### config.mk
export PLATFORM = sky130hd
export DESIGN_NAME = fetch_stage
export DESIGN_NICKNAME = d
export VERILOG_FILES = /design/src/rtl/fetch_pkg.sv /design/src/rtl/fetch_buffer.sv /design/src/rtl/fetch_stage.sv
export SDC_FILE = /design/constraint.sdc
export NUM_CORES = 1
export LEC_CHECK = 0
export CAP_MARGIN = 20
export CORE_UTILIZATION = 45
export CTS_CLUSTER_DIAMETER = 80
export DETAILED_ROUTE_END_ITERATION = 10
export PLACE_DENSITY = 0.71
export SLEW_MARGIN = 5
export SYNTH_ARGS = -nofsm -noshare
export SYNTH_HDL_FRONTEND = slang
export SYNTH_HIERARCHICAL = 1
export SYNTH_SLANG_ARGS = --single-unit
### constraint.sdc
create_clock -name clock -period 9.67 [get_ports clock]
set_input_delay 1.934 -clock clock [delete_from_list [all_inputs] [get_ports clock]]
set_output_delay 1.934 -clock clock [all_outputs]
set_load 0.01 [all_outputs]
### src/rtl/fetch_pkg.sv
// Shared types and constants for the instruction-fetch stage.
// Latency: n/a (declarations only).
// Backpressure: n/a.
package fetch_pkg;

    localparam logic [31:0] RESET_PC  = 32'h0040_0000;
    localparam logic [31:0] NOP_INSTR = 32'h0000_0013;
    localparam int          BUF_DEPTH = 2;

    typedef enum logic [1:0] {
        S_RST,
        S_ISSUE,
        S_WAIT,
        S_DRAIN
    } fetch_state_t;

    typedef struct packed {
        logic [31:0] pc;
        logic [31:0] instr;
    } fetch_entry_t;

endpackage

### src/rtl/fetch_buffer.sv
// Small FIFO of {pc, instr} fetch entries between memory response and decode.
// Latency: a push is visible at the head on the following cycle.
// Backpressure: push ignored when full without a same-cycle pop; flush beats push/pop.
module fetch_buffer
    import fetch_pkg::*;
#(
    parameter  int DEPTH = BUF_DEPTH,
    localparam int PTR_W = (DEPTH > 1) ? $clog2(DEPTH) : 1,
    localparam int CNT_W = $clog2(DEPTH + 1)
) (
    input  logic             clock,
    input  logic             reset,
    input  logic             flush,
    input  logic             push,
    input  logic [31:0]      push_pc,
    input  logic [31:0]      push_instr,
    input  logic             pop,
    output logic [31:0]      head_pc,
    output logic [31:0]      head_instr,
    output logic [CNT_W-1:0] count,
    output logic             empty,
    output logic             full
);

    fetch_entry_t     mem [DEPTH];
    logic [PTR_W-1:0] rd_ptr;
    logic [PTR_W-1:0] wr_ptr;
    logic             do_push;
    logic             do_pop;

    function automatic logic [PTR_W-1:0] ptr_inc(input logic [PTR_W-1:0] p);
        return (p == PTR_W'(DEPTH - 1)) ? '0 : p + 1'b1;
    endfunction

    assign empty   = (count == '0);
    assign full    = (count == CNT_W'(DEPTH));
    assign do_pop  = pop && !empty && !flush;
    assign do_push = push && (!full || do_pop) && !flush;

    assign head_pc    = mem[rd_ptr].pc;
    assign head_instr = mem[rd_ptr].instr;

    // Entry storage: written only on an accepted push, never reset.
    always_ff @(posedge clock) begin
        if (do_push) begin
            mem[wr_ptr] <= '{pc: push_pc, instr: push_instr};
        end
    end

    // Pointers and occupancy; reset and flush both empty the buffer.
    always_ff @(posedge clock) begin
        if (reset || flush) begin
            rd_ptr <= '0;
            wr_ptr <= '0;
            count  <= '0;
        end else begin
            if (do_push) begin
                wr_ptr <= ptr_inc(wr_ptr);
            end
            if (do_pop) begin
                rd_ptr <= ptr_inc(rd_ptr);
            end
            case ({do_push, do_pop})
                2'b10:   count <= count + 1'b1;
                2'b01:   count <= count - 1'b1;
                default: count <= count;
            endcase
        end
    end

endmodule

### src/rtl/fetch_stage.sv
// Instruction fetch: PC register, single-outstanding imem requests, buffered {pc,instr} to decode.
// Latency: request accepted at N, response at N+k, entry valid to decode at N+k+1.
// Backpressure: requests issue only while buffer entries + outstanding < BUF_DEPTH; pc frozen otherwise.
module fetch_stage
    import fetch_pkg::*;
#(
    parameter logic [31:0] RESET_PC  = fetch_pkg::RESET_PC,
    parameter int          BUF_DEPTH = fetch_pkg::BUF_DEPTH,
    parameter logic [31:0] NOP_INSTR = fetch_pkg::NOP_INSTR
) (
    input  logic        clock,
    input  logic        reset,
    input  logic [31:0] next_pc,
    input  logic        redirect,
    output logic [31:0] pc_out,
    output logic        imem_req_valid,
    input  logic        imem_req_ready,
    output logic [31:0] imem_addr,
    input  logic        imem_rsp_valid,
    input  logic [31:0] imem_rsp_data,
    output logic        id_valid,
    input  logic        id_ready,
    output logic [31:0] id_pc,
    output logic [31:0] id_instr
);

    localparam int CNT_W = $clog2(BUF_DEPTH + 1);

    fetch_state_t     state;
    logic [31:0]      req_pc_q;
    logic             outstanding;

    logic [CNT_W-1:0] buf_count;
    logic             buf_empty;
    logic             buf_full;
    logic [31:0]      head_pc;
    logic [31:0]      head_instr;

    logic [CNT_W:0]   inflight;
    logic             credit;
    logic             req_fire;
    logic             pop;
    logic             push;

    // Credit counts buffered entries plus the request still in flight, using
    // the occupancy from before this cycle's pop.
    assign inflight = {1'b0, buf_count} + {{CNT_W{1'b0}}, outstanding};
    assign credit   = inflight < (CNT_W + 1)'(BUF_DEPTH);

    assign imem_req_valid = (state == S_ISSUE) && credit;
    assign imem_addr      = {pc_out[31:2], 2'b00};
    assign req_fire       = imem_req_valid && imem_req_ready;

    assign id_valid = !buf_empty;
    assign id_pc    = id_valid ? head_pc : 32'h0;
    assign id_instr = id_valid ? head_instr : NOP_INSTR;
    assign pop      = id_valid && id_ready;

    // A response is kept only while waiting on a live request and no redirect
    // is flushing this cycle.
    assign push = (state == S_WAIT) && imem_rsp_valid && !redirect && (!buf_full || pop);

    fetch_buffer #(
        .DEPTH (BUF_DEPTH)
    ) u_buf (
        .clock      (clock),
        .reset      (reset),
        .flush      (redirect),
        .push       (push),
        .push_pc    (req_pc_q),
        .push_instr (imem_rsp_data),
        .pop        (pop),
        .head_pc    (head_pc),
        .head_instr (head_instr),
        .count      (buf_count),
        .empty      (buf_empty),
        .full       (buf_full)
    );

    // Fetch FSM with PC register, request PC capture and outstanding flag.
    always_ff @(posedge clock) begin
        if (reset) begin
            state       <= S_RST;
            pc_out      <= RESET_PC;
            req_pc_q    <= 32'h0;
            outstanding <= 1'b0;
        end else begin
            case (state)
                S_RST: begin
                    if (redirect) begin
                        pc_out <= next_pc;
                    end
                    state <= S_ISSUE;
                end
                S_ISSUE: begin
                    if (req_fire) begin
                        req_pc_q    <= pc_out;
                        outstanding <= 1'b1;
                        pc_out      <= next_pc;
                        state       <= redirect ? S_DRAIN : S_WAIT;
                    end else if (redirect) begin
                        pc_out <= next_pc;
                    end
                end
                S_WAIT: begin
                    if (redirect) begin
                        pc_out <= next_pc;
                    end
                    if (imem_rsp_valid) begin
                        outstanding <= 1'b0;
                        state       <= S_ISSUE;
                    end else if (redirect) begin
                        state <= S_DRAIN;
                    end
                end
                S_DRAIN: begin
                    if (redirect) begin
                        pc_out <= next_pc;
                    end
                    if (imem_rsp_valid) begin
                        outstanding <= 1'b0;
                        state       <= S_ISSUE;
                    end
                end
                default: begin
                    state       <= S_RST;
                    outstanding <= 1'b0;
                end
            endcase
        end
    end

endmodule

==> impl_metrics.env <==
export IMPL_outcome="completed"
export IMPL_fin_hold_ws_ns=0.456
export IMPL_crit_arrival_ns=2.59
export IMPL_fin_crit_sh_pct=46.7
export IMPL_cts_root_buf="clkbuf_16"
export IMPL_finalClockSkew_ns=0.00868
export IMPL_post_cts_buffers=0
export IMPL_crit_path_max_fanout=64
export IMPL_wire_per_inst_um=15.2
export IMPL_hp_class="reg -> reg"
export IMPL_fillers=1332
export IMPL_dp_slack_ns=5.23
export IMPL_coreArea_um2=17400
export IMPL_area_growth_pct=32.1
export IMPL_avgViaCountPerCell=4.86
export IMPL_die_w_um=135
export IMPL_nets=882
export IMPL_p_sw_uw=405
export IMPL_hold_viol_final=0
export IMPL_drc_errors=0
export IMPL_grt_pass1_vias=5010
export IMPL_peakVddDrop_mv=0.137
export IMPL_clkPwrFrac_pct=37.8
export IMPL_p_sw_share_pct=22.4
export IMPL_final_cells=1045
export IMPL_final_setup_tns_ns=0
export IMPL_p_seq_share_pct=52.5
export IMPL_tightest_slew_ns=0.876
export IMPL_rows=48
export IMPL_h_tree_depth=4
export IMPL_final_util_pct=60.9
export IMPL_end_kind="output pin"
export IMPL_synth_edf_count=128
export IMPL_async_reset_ff_share_pct=0
export IMPL_drive_gt1_share_pct=14.5
export IMPL_drt_pass1_iter_count=5
export IMPL_rsz0062_at_grt="false"
export IMPL_top_level_ports=200
export IMPL_clk_insertion_delay_late_ns=0.43
export IMPL_grt_overflow_total=0
export IMPL_start_util_pct=46.1
export IMPL_cts_buffer_depth=2
export IMPL_p_leak_uw=0.00349
export IMPL_drtIter0Drc=281
export IMPL_r2r_setup_slack_ns=7.04
export IMPL_p_per_area_nw_per_um2=171
export IMPL_finalMaxSlewViolations=0
export IMPL_vias=5074
export IMPL_setup_viol=0
export IMPL_path_class="reg -> out"
export IMPL_gp_congestion=0.839
export IMPL_maxCapViolCount=0
export IMPL_clkTransAtPathRegs_ns=0.07
export IMPL_min_to="u_buf/mem[0][56]"
export IMPL_synth_area_um2=8000
export IMPL_postCtsHoldBufs=0
export IMPL_die_h_um=135
export IMPL_synth_ff_type="edfxtp_1"
export IMPL_r2r_cells=8
export IMPL_startpoint_type="register"
export IMPL_cts_resized=0
export IMPL_io_buffers=197
export IMPL_antenna_found_initial=0
export IMPL_gr_usage_all_layers_pct=18.0
export IMPL_yosysWarnings=6
export IMPL_grt_pass1_wl_mm=25.0
export IMPL_max_freq_mhz=221
export IMPL_synth_cells=650
export IMPL_worstReg2RegEnd="u_buf/mem[0][5]"
export IMPL_drtAntennaViolNets=0
export IMPL_worstPathRequired_ns=7.74
export IMPL_yosysSeqAreaShare_pct=66.0
export IMPL_ys_types=31
export IMPL_whs_path_depth=0
export IMPL_num_antenna_cells=0
export IMPL_cts_sinks=200
export IMPL_grt_max_degree=70
export IMPL_dp_hpwl_mm=10.4
export IMPL_wirelength_mm=15.9
export IMPL_ys_ff_latch=200
export IMPL_synth_area_per_cell_um2=12.3
export IMPL_cts_tree="done"
export IMPL_min_from="req_pc_q[24]"
export IMPL_internal_power_uw=1400
export IMPL_dp_cells=1010
export IMPL_period_needed_ns=4.52
export IMPL_pwr_share_comb_pct=9.7
export IMPL_worst_slack_ns=5.15
export IMPL_r2r_start="state[0]"
export IMPL_dieArea_um2=18300
export IMPL_relSlewSlack_pct=41.6
export IMPL_numCtsBuffers=17
==> cells in the mapped netlist, types with 3 or more instances <==
master,number,area (um^2)
nor2b_1,63,394
nor2_1,11,41.3
mux2_2,64,721
or3_1,4,25.0
clkbuf_1,23,86.3
or2_2,4,25.0
buf_2,13,65.1
o21ai_0,6,30.0
edfxtp_1,128,3840
ha_1,5,62.6
nor3_1,3,15.0
buf_4,32,240
dfxtp_1,72,1440
a21oi_1,68,340
nand2_1,127,477
inv_1,10,37.5
==> sequential cells by signal, summed over array words and instances (netlist names), named ones only <==
register and flops:
u_buf/rd_ptr 1, state 2, outstanding 1, req_pc_q 32, u_buf/count 2, pc_out 32
u_buf/mem 128, u_buf/wr_ptr 1
==> worst max-delay path, stage by stage, from the launching register on <==
cell             delay (ns)
dfxtp_2                0.31
buf_4                  0.65
mux2_2                 0.41
or2_2                  0.27
clkdlybuf4s50_1        0.47
==> layout make-up <==
type | instances | area [um^2] | share of cell area (%)
clock buffer | 21 | 514 | 4.87
clock inverter | 11 | 78.8 | 0.746
inverter | 10 | 37.5 | 0.355
multi-input combinational | 372 | 2320 | 21.9
sequential | 200 | 5290 | 50.0
tap | 225 | 282 | 2.66
timing repair buffer | 206 | 2050 | 19.4
==> metal layers <==
metal	track usage (%)	wire [um]	up-vias
met5	0	0	-
met4	7.43	199	0
met3	3.67	820	13
met2	29.2	7750	174
met1	23.4	7140	2377
li1	-	-	2510
==> worst max-delay path by stage <==
| stage | from | endpoint | cells after the start |
|---|---|---|---|
| finish | register | id_instr[1] | 4 |
| floorplan | id_ready | u_buf/mem[0][0] | 5 |
| global route | register | id_instr[4] | 4 |
| CTS | register | id_instr[1] | 4 |
| global placement | id_ready | u_buf/mem[1][11] | 7 |
| detailed placement | redirect | u_buf/mem[0][9] | 7 |
==> power groups by stage <==
stage	logic [uW]	clock network, uW	registers, uW
finish	175	684	950
global route	191	737	953
CTS	171	701	950
detailed placement	169	0	969
global placement	167	0	967
floorplan	89.9	0	967
==> metrics by stage <==
step | area [um^2] | total power (uW)
finish | 10600 | 1810
floorplan | 8010 | 1060
global placement | 9930 | 1130
CTS | 10500 | 1820
detailed placement | 9930 | 1140
global route | 10600 | 1880
==> layout by cell type, fill, tap and decap left out, types with 3 or more instances in the layout <==
| cell type | Yosys | layout |
|---|---|---|
| a21oi_1 | 68 | 68 |
| buf_4 | 32 | 6 |
| clkbuf_16 | 0 | 20 |
| clkdlybuf4s50_1 | 0 | 196 |
| clkinv_2 | 0 | 4 |
| dfxtp_1 | 72 | 71 |
| edfxtp_1 | 128 | 128 |
| ha_1 | 5 | 5 |
| inv_1 | 10 | 10 |
| inv_6 | 0 | 3 |
| mux2_2 | 64 | 64 |
| nand2_1 | 127 | 127 |
| nor2_1 | 11 | 8 |
| nor2_4 | 0 | 3 |
| nor2b_1 | 63 | 63 |
| o21ai_0 | 6 | 6 |
| or2_2 | 4 | 4 |
| or3_1 | 4 | 4 |
==> kinds of logic (layout without fill, tap and decap cells) <==
| logic type | after synthesis | count (layout) | synth area share, % |
|---|---|---|---|
| AOI/OAI and AO/OA | 81 | 81 | 5.53 |
| muxes | 65 | 65 | 9.19 |
| xor gates and xnor gates | 3 | 3 | 0.328 |
| buffers and inverters | 79 | 248 | 5.50 |
| adders and majority gates | 5 | 5 | 0.782 |
| DFF | 200 | 200 | 66.0 |
| other | 1 | 2 | 0.0469 |
| and+or+nand+nor | 216 | 216 | 12.6 |
(Power assumes the default switching activity.)
